File: config.mk
export PLATFORM = sky130hd
export DESIGN_NAME = keypad_scanner
export DESIGN_NICKNAME = d
export VERILOG_FILES = /design/src/rtl/keypad_scanner.sv
export SDC_FILE = /design/constraint.sdc
export NUM_CORES = 1
export LEC_CHECK = 0
export BUFFER_PORTS_ARGS = -buffer_cell sky130_fd_sc_hd__buf_2
export CORE_MARGIN = 2
export CORE_UTILIZATION = 59
export DETAILED_ROUTE_END_ITERATION = 16
export HOLD_SLACK_MARGIN = 0.02
export PLACE_DENSITY = 0.8
export SLEW_MARGIN = 20
export SYNTH_ARGS = -nofsm -noshare
export SYNTH_HDL_FRONTEND = slang
export SYNTH_SLANG_ARGS = --single-unit
File: constraint.sdc
create_clock -name clk -period 4.63 [get_ports clk]
set_input_delay 0.6945 -clock clk [delete_from_list [all_inputs] [get_ports clk]]
set_output_delay 0.6945 -clock clk [all_outputs]
set_load 0.02 [all_outputs]
File: src/rtl/keypad_scanner.sv
// ============================================================================
// Module   : keypad_scanner
// Purpose  : 4x4 matrix keypad scanner. Drives one row per scan tick, samples
//            synchronised columns, classifies each 4-row frame and debounces
//            presses and releases into a key code with a one-clock strobe.
// Revision : 1.0 - initial release
// ============================================================================
`default_nettype none

module keypad_scanner #(
  parameter int DEB_FRAMES = 3,
  parameter int CNT_W      = 4
) (
  input  logic       clk,
  input  logic       clr_n,
  input  logic       tick_in,
  input  logic [3:0] col_n,
  output logic [3:0] row_n,
  output logic [3:0] key_code,
  output logic       key_valid,
  output logic       key_held
);

  localparam logic [CNT_W-1:0] DEB_LIMIT = CNT_W'(DEB_FRAMES);

  typedef enum logic [1:0] {
    ST_IDLE     = 2'd0,
    ST_DEBOUNCE = 2'd1,
    ST_PRESSED  = 2'd2,
    ST_RELEASE  = 2'd3
  } state_t;

  // Column synchroniser, tick edge history and scan position
  logic [3:0]       col_meta_q;
  logic [3:0]       col_sync_q;
  logic             tick_prev_q;
  logic [1:0]       row_idx_q;
  logic [3:0]       row_n_q;

  // Frame accumulators: key count saturates at 2 (anything above is MULTI)
  logic [1:0]       acc_cnt_q;
  logic [3:0]       acc_key_q;

  // Debounce FSM and registered outputs
  state_t           state_q;
  logic [CNT_W-1:0] cnt_q;
  logic [3:0]       cand_q;
  logic [3:0]       key_code_q;
  logic             key_valid_q;
  logic             key_held_q;

  // Combinational helpers
  logic             tick;
  logic             frame_end;
  logic [1:0]       row_next;
  logic [3:0]       row_hits;
  logic [2:0]       row_hit_cnt;
  logic [1:0]       row_low_col;
  logic [2:0]       frame_total;
  logic [1:0]       frame_cnt_d;
  logic [3:0]       frame_key_d;
  logic [CNT_W-1:0] cnt_inc;
  logic             deb_done;
  logic             res_none;
  logic             res_single;

  assign tick      = tick_in & ~tick_prev_q;
  assign frame_end = tick && (row_idx_q == 2'd3);
  assign row_next  = row_idx_q + 2'd1;
  assign cnt_inc   = cnt_q + {{(CNT_W-1){1'b0}}, 1'b1};
  assign deb_done  = (cnt_inc == DEB_LIMIT);

  // Merge the current row sample into the running frame result
  always_comb begin
    row_hits    = ~col_sync_q;
    row_hit_cnt = {2'b00, row_hits[0]} + {2'b00, row_hits[1]}
                + {2'b00, row_hits[2]} + {2'b00, row_hits[3]};
    row_low_col = 2'd0;
    if (row_hits[0])      row_low_col = 2'd0;
    else if (row_hits[1]) row_low_col = 2'd1;
    else if (row_hits[2]) row_low_col = 2'd2;
    else if (row_hits[3]) row_low_col = 2'd3;
    frame_total = {1'b0, acc_cnt_q} + row_hit_cnt;
    frame_cnt_d = (frame_total >= 3'd2) ? 2'd2 : frame_total[1:0];
    // The first row that shows a press supplies the recorded key
    frame_key_d = acc_key_q;
    if ((acc_cnt_q == 2'd0) && (row_hits != 4'h0)) begin
      frame_key_d = {row_idx_q, row_low_col};
    end
    res_none   = (frame_cnt_d == 2'd0);
    res_single = (frame_cnt_d == 2'd1);
  end

  // Synchronise columns and remember the previous tick level
  always_ff @(posedge clk or negedge clr_n) begin
    if (!clr_n) begin
      col_meta_q  <= 4'hF;
      col_sync_q  <= 4'hF;
      tick_prev_q <= 1'b1;
    end else begin
      col_meta_q  <= col_n;
      col_sync_q  <= col_meta_q;
      tick_prev_q <= tick_in;
    end
  end

  // Advance the row drive and accumulate the frame on every tick
  always_ff @(posedge clk or negedge clr_n) begin
    if (!clr_n) begin
      row_idx_q <= 2'd0;
      row_n_q   <= 4'b1110;
      acc_cnt_q <= 2'd0;
      acc_key_q <= 4'd0;
    end else if (tick) begin
      row_idx_q <= row_next;
      row_n_q   <= ~(4'b0001 << row_next);
      if (row_idx_q == 2'd3) begin
        acc_cnt_q <= 2'd0;
        acc_key_q <= 4'd0;
      end else begin
        acc_cnt_q <= frame_cnt_d;
        acc_key_q <= frame_key_d;
      end
    end
  end

  // Debounce FSM stepped once per completed frame
  always_ff @(posedge clk or negedge clr_n) begin
    if (!clr_n) begin
      state_q     <= ST_IDLE;
      cnt_q       <= '0;
      cand_q      <= 4'd0;
      key_code_q  <= 4'd0;
      key_valid_q <= 1'b0;
      key_held_q  <= 1'b0;
    end else begin
      key_valid_q <= 1'b0;
      if (frame_end) begin
        case (state_q)
          ST_IDLE: begin
            if (res_single) begin
              cand_q <= frame_key_d;
              if (DEB_FRAMES == 1) begin
                state_q     <= ST_PRESSED;
                cnt_q       <= '0;
                key_code_q  <= frame_key_d;
                key_valid_q <= 1'b1;
                key_held_q  <= 1'b1;
              end else begin
                state_q <= ST_DEBOUNCE;
                cnt_q   <= {{(CNT_W-1){1'b0}}, 1'b1};
              end
            end
          end
          ST_DEBOUNCE: begin
            if (res_single && (frame_key_d == cand_q)) begin
              if (deb_done) begin
                state_q     <= ST_PRESSED;
                cnt_q       <= '0;
                key_code_q  <= cand_q;
                key_valid_q <= 1'b1;
                key_held_q  <= 1'b1;
              end else begin
                cnt_q <= cnt_inc;
              end
            end else begin
              state_q <= ST_IDLE;
              cnt_q   <= '0;
            end
          end
          ST_PRESSED: begin
            // Any key activity, including a different key, keeps the hold
            if (res_none) begin
              if (DEB_FRAMES == 1) begin
                state_q    <= ST_IDLE;
                cnt_q      <= '0;
                key_held_q <= 1'b0;
              end else begin
                state_q <= ST_RELEASE;
                cnt_q   <= {{(CNT_W-1){1'b0}}, 1'b1};
              end
            end
          end
          ST_RELEASE: begin
            if (res_none) begin
              if (deb_done) begin
                state_q    <= ST_IDLE;
                cnt_q      <= '0;
                key_held_q <= 1'b0;
              end else begin
                cnt_q <= cnt_inc;
              end
            end else begin
              state_q <= ST_PRESSED;
              cnt_q   <= '0;
            end
          end
          default: begin
            state_q <= ST_IDLE;
            cnt_q   <= '0;
          end
        endcase
      end
    end
  end

  assign row_n     = row_n_q;
  assign key_code  = key_code_q;
  assign key_valid = key_valid_q;
  assign key_held  = key_held_q;

endmodule

`default_nettype wire
Yosys cells after proc, flatten, opt, wreduce, memory -nomap -nowiden
Cells that the tools add are included.
{"block": "classes", "n_addsub": 6, "mul": 0, "div": 0, "order_cmp": 1, "n_eq_ne": 15, "n_shift": 1, "muxes": 30, "bitwise": 4, "reduce_logical": 13}
{"cell": "$mux 4", "count": 7}
{"cell": "$mux 2", "count": 12}
{"cell": "$pmux 4 s4", "count": 1}
{"cell": "$ne 2x2->1 const B", "count": 6}
{"cell": "$mux 1", "count": 8}
{"cell": "$not 4->4", "count": 2}
{"cell": "$pmux 2 s4", "count": 1}
{"cell": "$eq 2x2->1 const B", "count": 3}
{"cell": "$logic_not 2->1", "count": 3}
{"cell": "$ne 3x3->1 const B", "count": 2}
{"cell": "$reduce_and 3->1", "count": 2}
{"cell": "$reduce_and 6->1", "count": 1}
{"cell": "$reduce_and 5->1", "count": 1}
{"cell": "$add 4x1->4 const B", "count": 1}
{"cell": "$eq 2x1->1 const B", "count": 2}
{"cell": "$eq 4x2->1 const B", "count": 1}
{"cell": "$eq 4x4->1", "count": 1}
{"cell": "$reduce_and 4->1", "count": 1}
{"cell": "$reduce_bool 4->1", "count": 1}
{"cell": "$shl 1x2->4 const A", "count": 1}
{"cell": "$add 2x1->3", "count": 1}
{"cell": "$add 2x3->3", "count": 1}
{"cell": "$add 3x1->3", "count": 1}
{"cell": "$ge 3x2->1 const B", "count": 1}
{"cell": "7 further kinds", "count": 9}
{"block": "totals", "ff_bits": 37, "latchBits": 0, "mem_bits_rw": 0, "mem_bits_ro": 0, "inputBits": 7, "elab_cells": 83, "memories": 0}

Longest topological paths before layout
{"block": "depth", "depth_word": 12, "ltp_mapped": 12}

Least setup slack after synthesis
OpenSTA, ideal clock, no wires.
{"block": "synth_path", "path_kind": "reg-to-reg", "start": "register acc_cnt_q[0]", "end": "register key_code_q[0], in the netlist key_code[0]", "setup_time_ps": 128, "t_arrival_ps": 3164, "t_required_ps": 4502, "path_slack_ps": 1338, "path_stages_with_launch": 12, "path_buffers": 0, "synth_period_minus_slack_ps": 3292, "cell_sequence": "dfrtp_1 inv_1 fa_1 inv_1 fa_1 fa_1 nor4b_4 nand3b_1 mux2i_4 o2111ai_4 nor2_4 mux2_1"}
{"block": "synth_via", "elab_chain_len": 6, "word_cells_on_any_way": 10, "classes_between": "1 x add/sub; 1 x order compare; 2 x eq/ne; 2 x mux; 4 x reduce/logical"}
{"item": "start: declaration", "line": "41", "text": "logic [1:0] acc_cnt_q;"}
{"item": "start signal: assignment", "line": "121", "text": "acc_cnt_q <= frame_cnt_d;"}
{"item": "$add 2x3->3 / $logic_not 2->1 (equally long branches)", "line": "83, 87"}
{"item": "$ge 3x2->1 / $logic_and 1x1->1 (equally long branches)", "line": "84, 87"}
{"item": "$mux 2 / $mux 4 (equally long branches)", "line": "84, 87"}
{"item": "$eq 2x1->1 / $eq 4x4->1 (equally long branches)", "line": "91, 156"}
{"item": "$logic_and 1x1->1 *", "line": "156", "text": "if (res_single && (frame_key_d == cand_q)) begin"}
{"item": "$reduce_and 4->1 (no source line) *"}
{"item": "end signal: assignment", "line": "146", "text": "key_code_q <= frame_key_d;"}
{"item": "end signal: assignment", "line": "160", "text": "key_code_q <= cand_q;"}
{"item": "end: declaration", "line": "48", "text": "logic [3:0] key_code_q;"}
Every way passes the cells marked *; elsewhere a longest branch is shown, timed or not.
A chain may end at the register's enable or synchronous reset.

Final worst setup path
{"block": "layout_path", "start": "register acc_cnt_q[0]", "end": "register key_code_q[2], in the netlist key_code[2]"}
The elaborated chain is that of the path after synthesis.

==> flow_summary_export.csv <==
group,metric,value,unit
status,status,"complete, no violations",
finish,fill_cells,266,
timing,tns,0,ns
power_and_ir_drop,ir_drop,0.2514,mV
synthesis,ys.flop_type,"dfrtp_1",
grt,grt_overflow,0,
synthesis,synth_cell_types,49,
worst_setup_path,worst_setup_path_end_kind,"flip-flop",
synthesis,synth_top_area_share,0.3143,
min_path,min_path_type,"reg2reg",
power_and_ir_drop,p_seq_frac,0.446,
cts,clkSinkCount,37,
grt,antenna_found_initial,0,
timing,hold_viol,0,
synthesis,synthArstFlopShare,1.000,
placement,port-buffer-count,16,
timing,report.final.slew_viol_count,0,
drt,wl_per_cell,15.11,um
drt,first_pass_iters,4,
worst_setup_path,reg2regPathDepth,11,
timing,setup_violations,0,
power_and_ir_drop,clock_power_share,0.147,
cts,root_buffer,"clkbuf_4",
placement,globalplace.congestion,0.8745,
worst_setup_path,required,4.86,ns
worst_setup_path,path_max_fanout,5,
timing,fin_skew,0.01238,ns
power_and_ir_drop,p_per_area,506.7,mW/mm^2
cts,h-tree-depth,2,
die,initial_core_util,0.6061,
worst_setup_path,worst_setup_path_start_kind,"flip-flop",
synthesis,synth-edff-count,0,
drt,vias,1416,
drt,drtIter0Drc,74,
timing,period_needed,3.508,ns
die,rows,21,
timing,worstMarginPinSlew,0.8008,ns
cts,hold_buffers,0,
placement,preCtsSetupSlack,1.136,ns
power_and_ir_drop,comb_power_share,0.406,
synthesis,ys_top_cells_by_area,"dfrtp_1 31%, dfstp_2 16%, ha_1 4.4%, nand2_1 3.6%, nand2b_1 3.1%",
synthesis,yosys_warnings,0,
drt,finalWirelength,3.762,mm
finish,final-seq-area,940.9,um^2
grt,grt_max_degree,38,
grt,grt_pass1_vias,1434,
timing,fmax,285.1,MHz
synthesis,synth_area,0.001991,mm^2
power_and_ir_drop,internal-power,0.6392,mW
finish,fin_util,0.6583,
grt,grt_pass1_wl,6.506,mm
synthesis,syn_nets,200,
finish,fin_nets,219,
cts,post_cts_buffers,0,
synthesis,synth-seq-cells,37,
timing,rsz0062_at_grt,"no",
drt,viasPerCell,5.687,
power_and_ir_drop,p_total,1.095,mW
timing,fin_crit_sh,0.7576,
worst_setup_path,cp.arrival,3.74,ns
cts,numCtsBuffers,5,
synthesis,synth_largest_area_cell,"dfrtp_1",
job,drv_cap,0,
finish,layout-drive-gt1-share,0.2463,
synthesis,syn_avg_cell_area,10.88,um^2
finish,diodes,0,
cts,cts.path.max_buffers,2,
finish,multi_input_area,998.5,um^2
timing,fin_ws,1.122,ns
cts,clkLatencyLatePin,0.35,ns
power_and_ir_drop,power.switching,0.4563,mW
drt,drc,0,
synthesis,ys_seq_area_frac,0.4727,
timing,maxSlewHeadroom,0.4662,
min_path,min_path_cells,0,
die,placeableCoreArea,0.003284,mm^2
placement,dp_hpwl,2.823,mm
grt,track_usage,0.2373,
worst_setup_path,worstSetupPathType,"reg2reg",
die,die_w,62.09,um
die,fp.dieArea,0.003855,mm^2
cts,clkTransAtPathRegs,0.10,ns
cts,post_cts_resized,0,
die,die_h,62.09,um
die,io_pins,17,
synthesis,synthCells,183,
power_and_ir_drop,swShare,0.4165,
timing,hold_slack,0.3608,ns
cts,cts_tree,"built",
power_and_ir_drop,p_leak,0.9743,nW
finish,synthToLayoutAreaGrowth,8.611,%
drt,postRouteAntennaNets,0,
==> cells in the final DEF, fill, tap and decap left out, types with 3 or more instances in the layout <==
cell and n:
buf_2 16, ha_1 7, nor3_1 4, nor2_2 3, nor2_1 10, nand2_1 19
o31ai_1 3, a21oi_1 5, a32o_1 3, o21ai_0 10, fa_1 3, dfstp_2 12
nand3_1 6, inv_1 9, a211oi_1 4, dfrtp_1 25, nand2b_1 10, mux2_1 4
a21o_1 4, clkbuf_4 5, xnor2_1 3
==> area by class of cell <==
class / count / area share
Multi-Input combinational cell: 133 / 0.4618
Sequential cell: 37 / 0.4352
Timing Repair Buffer: 16 / 0.03704
Tap cell: 46 / 0.02662
Clock buffer: 6 / 0.01910
Inverter: 9 / 0.01563
Clock inverter: 2 / 0.004630
==> logic make-up (layout without fill, tap and decap cells) <==
| logic type | Yosys count | in the layout | share of synthesized area |
|---|---|---|---|
| fa+ha+maj | 10 | 10 | 0.07417 |
| flops | 37 | 37 | 0.4727 |
| compound gates | 45 | 45 | 0.1810 |
| buf+inv | 13 | 33 | 0.02577 |
| xor+xnor | 4 | 4 | 0.01760 |
| simple gates | 68 | 68 | 0.1892 |
| mux | 6 | 6 | 0.03959 |
==> cell usage after synthesis (2+ instances only) <==
cell      count
nor2b_1       2
a21oi_1       5
o21ai_0      10
clkbuf_1      2
dfrtp_1      25
nor2_2        3
nand2b_1     10
a22oi_1       2
a211oi_1      4
nand2_1      19
nor3_1        4
fa_1          3
a22o_1        2
dfstp_2      12
nand2_2       2
or2_1         2
nand3_1       6
nor2_1       10
buf_2         2
ha_1          7
o21ai_1       2
a221o_1       2
xnor2_1       3
inv_1         9
o31ai_1       3
a21o_1        4
mux2_1        4
a32o_1        3
==> path summary, 6_finish.rpt <==
path                                 end  slack (ns)           from
max in group asynchronous   acc_key_q[2]        3.70          clr_n
setup reg to reg             key_code[2]        1.12   acc_cnt_q[0]
hold reg to reg            col_sync_q[2]        0.36  col_meta_q[2]
hold / removal             col_sync_q[2]        0.36  col_meta_q[2]
setup / recovery             key_code[2]        1.12   acc_cnt_q[0]
min in group asynchronous       cnt_q[1]        0.41          clr_n
==> metrics by stage <==
step                cell area (um^2)  cells
floorplan                       1991    183
global placement                2111    241
detailed placement              2111    241
CTS                             2162    249
global route                    2162    249
finish                          2162    249
==> state kept, by name, summed over array words and instances (netlist names) <==
register,count
acc_cnt_q,2
acc_key_q,4
cand_q,4
cnt_q,4
col_meta_q,4
col_sync_q,4
key_code,4
key_held,1
key_valid,1
row_idx_q,2
row_n,4
state_q,2
tick_prev_q,1
==> power by group through the flow <==
| stage | clock network (mW) | logic [mW] | registers [mW] |
|---|---|---|---|
| 4_1_cts | 0.166 | 0.445 | 0.488 |
| 3_5_place_dp | 0 | 0.443 | 0.494 |
| 2_1_floorplan | 0 | 0.344 | 0.477 |
| 5_1_grt | 0.179 | 0.498 | 0.506 |
| 3_3_place_gp | 0 | 0.421 | 0.487 |
| 6_report | 0.161 | 0.445 | 0.489 |
==> critical path, stage by stage (launching register included) <==
cell,delay [ns]
dfrtp_1,0.43
inv_1,0.09
fa_1,0.50
inv_1,0.05
fa_1,0.37
fa_1,0.50
nor4b_4,0.36
nand3_1,0.17
mux2i_4,0.19
o2111ai_4,0.19
nor2_4,0.20
mux2_1,0.34
==> per-layer routing <==
layer | wire length, um | track usage | part of all wire | up-vias
met4 | 128 | 0.1185 | 0.034 | 0
met3 | 142 | 0.06004 | 0.038 | 16
li1 | - | - | - | 685
met5 | 0 | 0 | 0 | -
met2 | 1868 | 0.3780 | 0.50 | 37
met1 | 1623 | 0.3008 | 0.43 | 678
No activity file was read; power rests on OpenSTA's default activity.
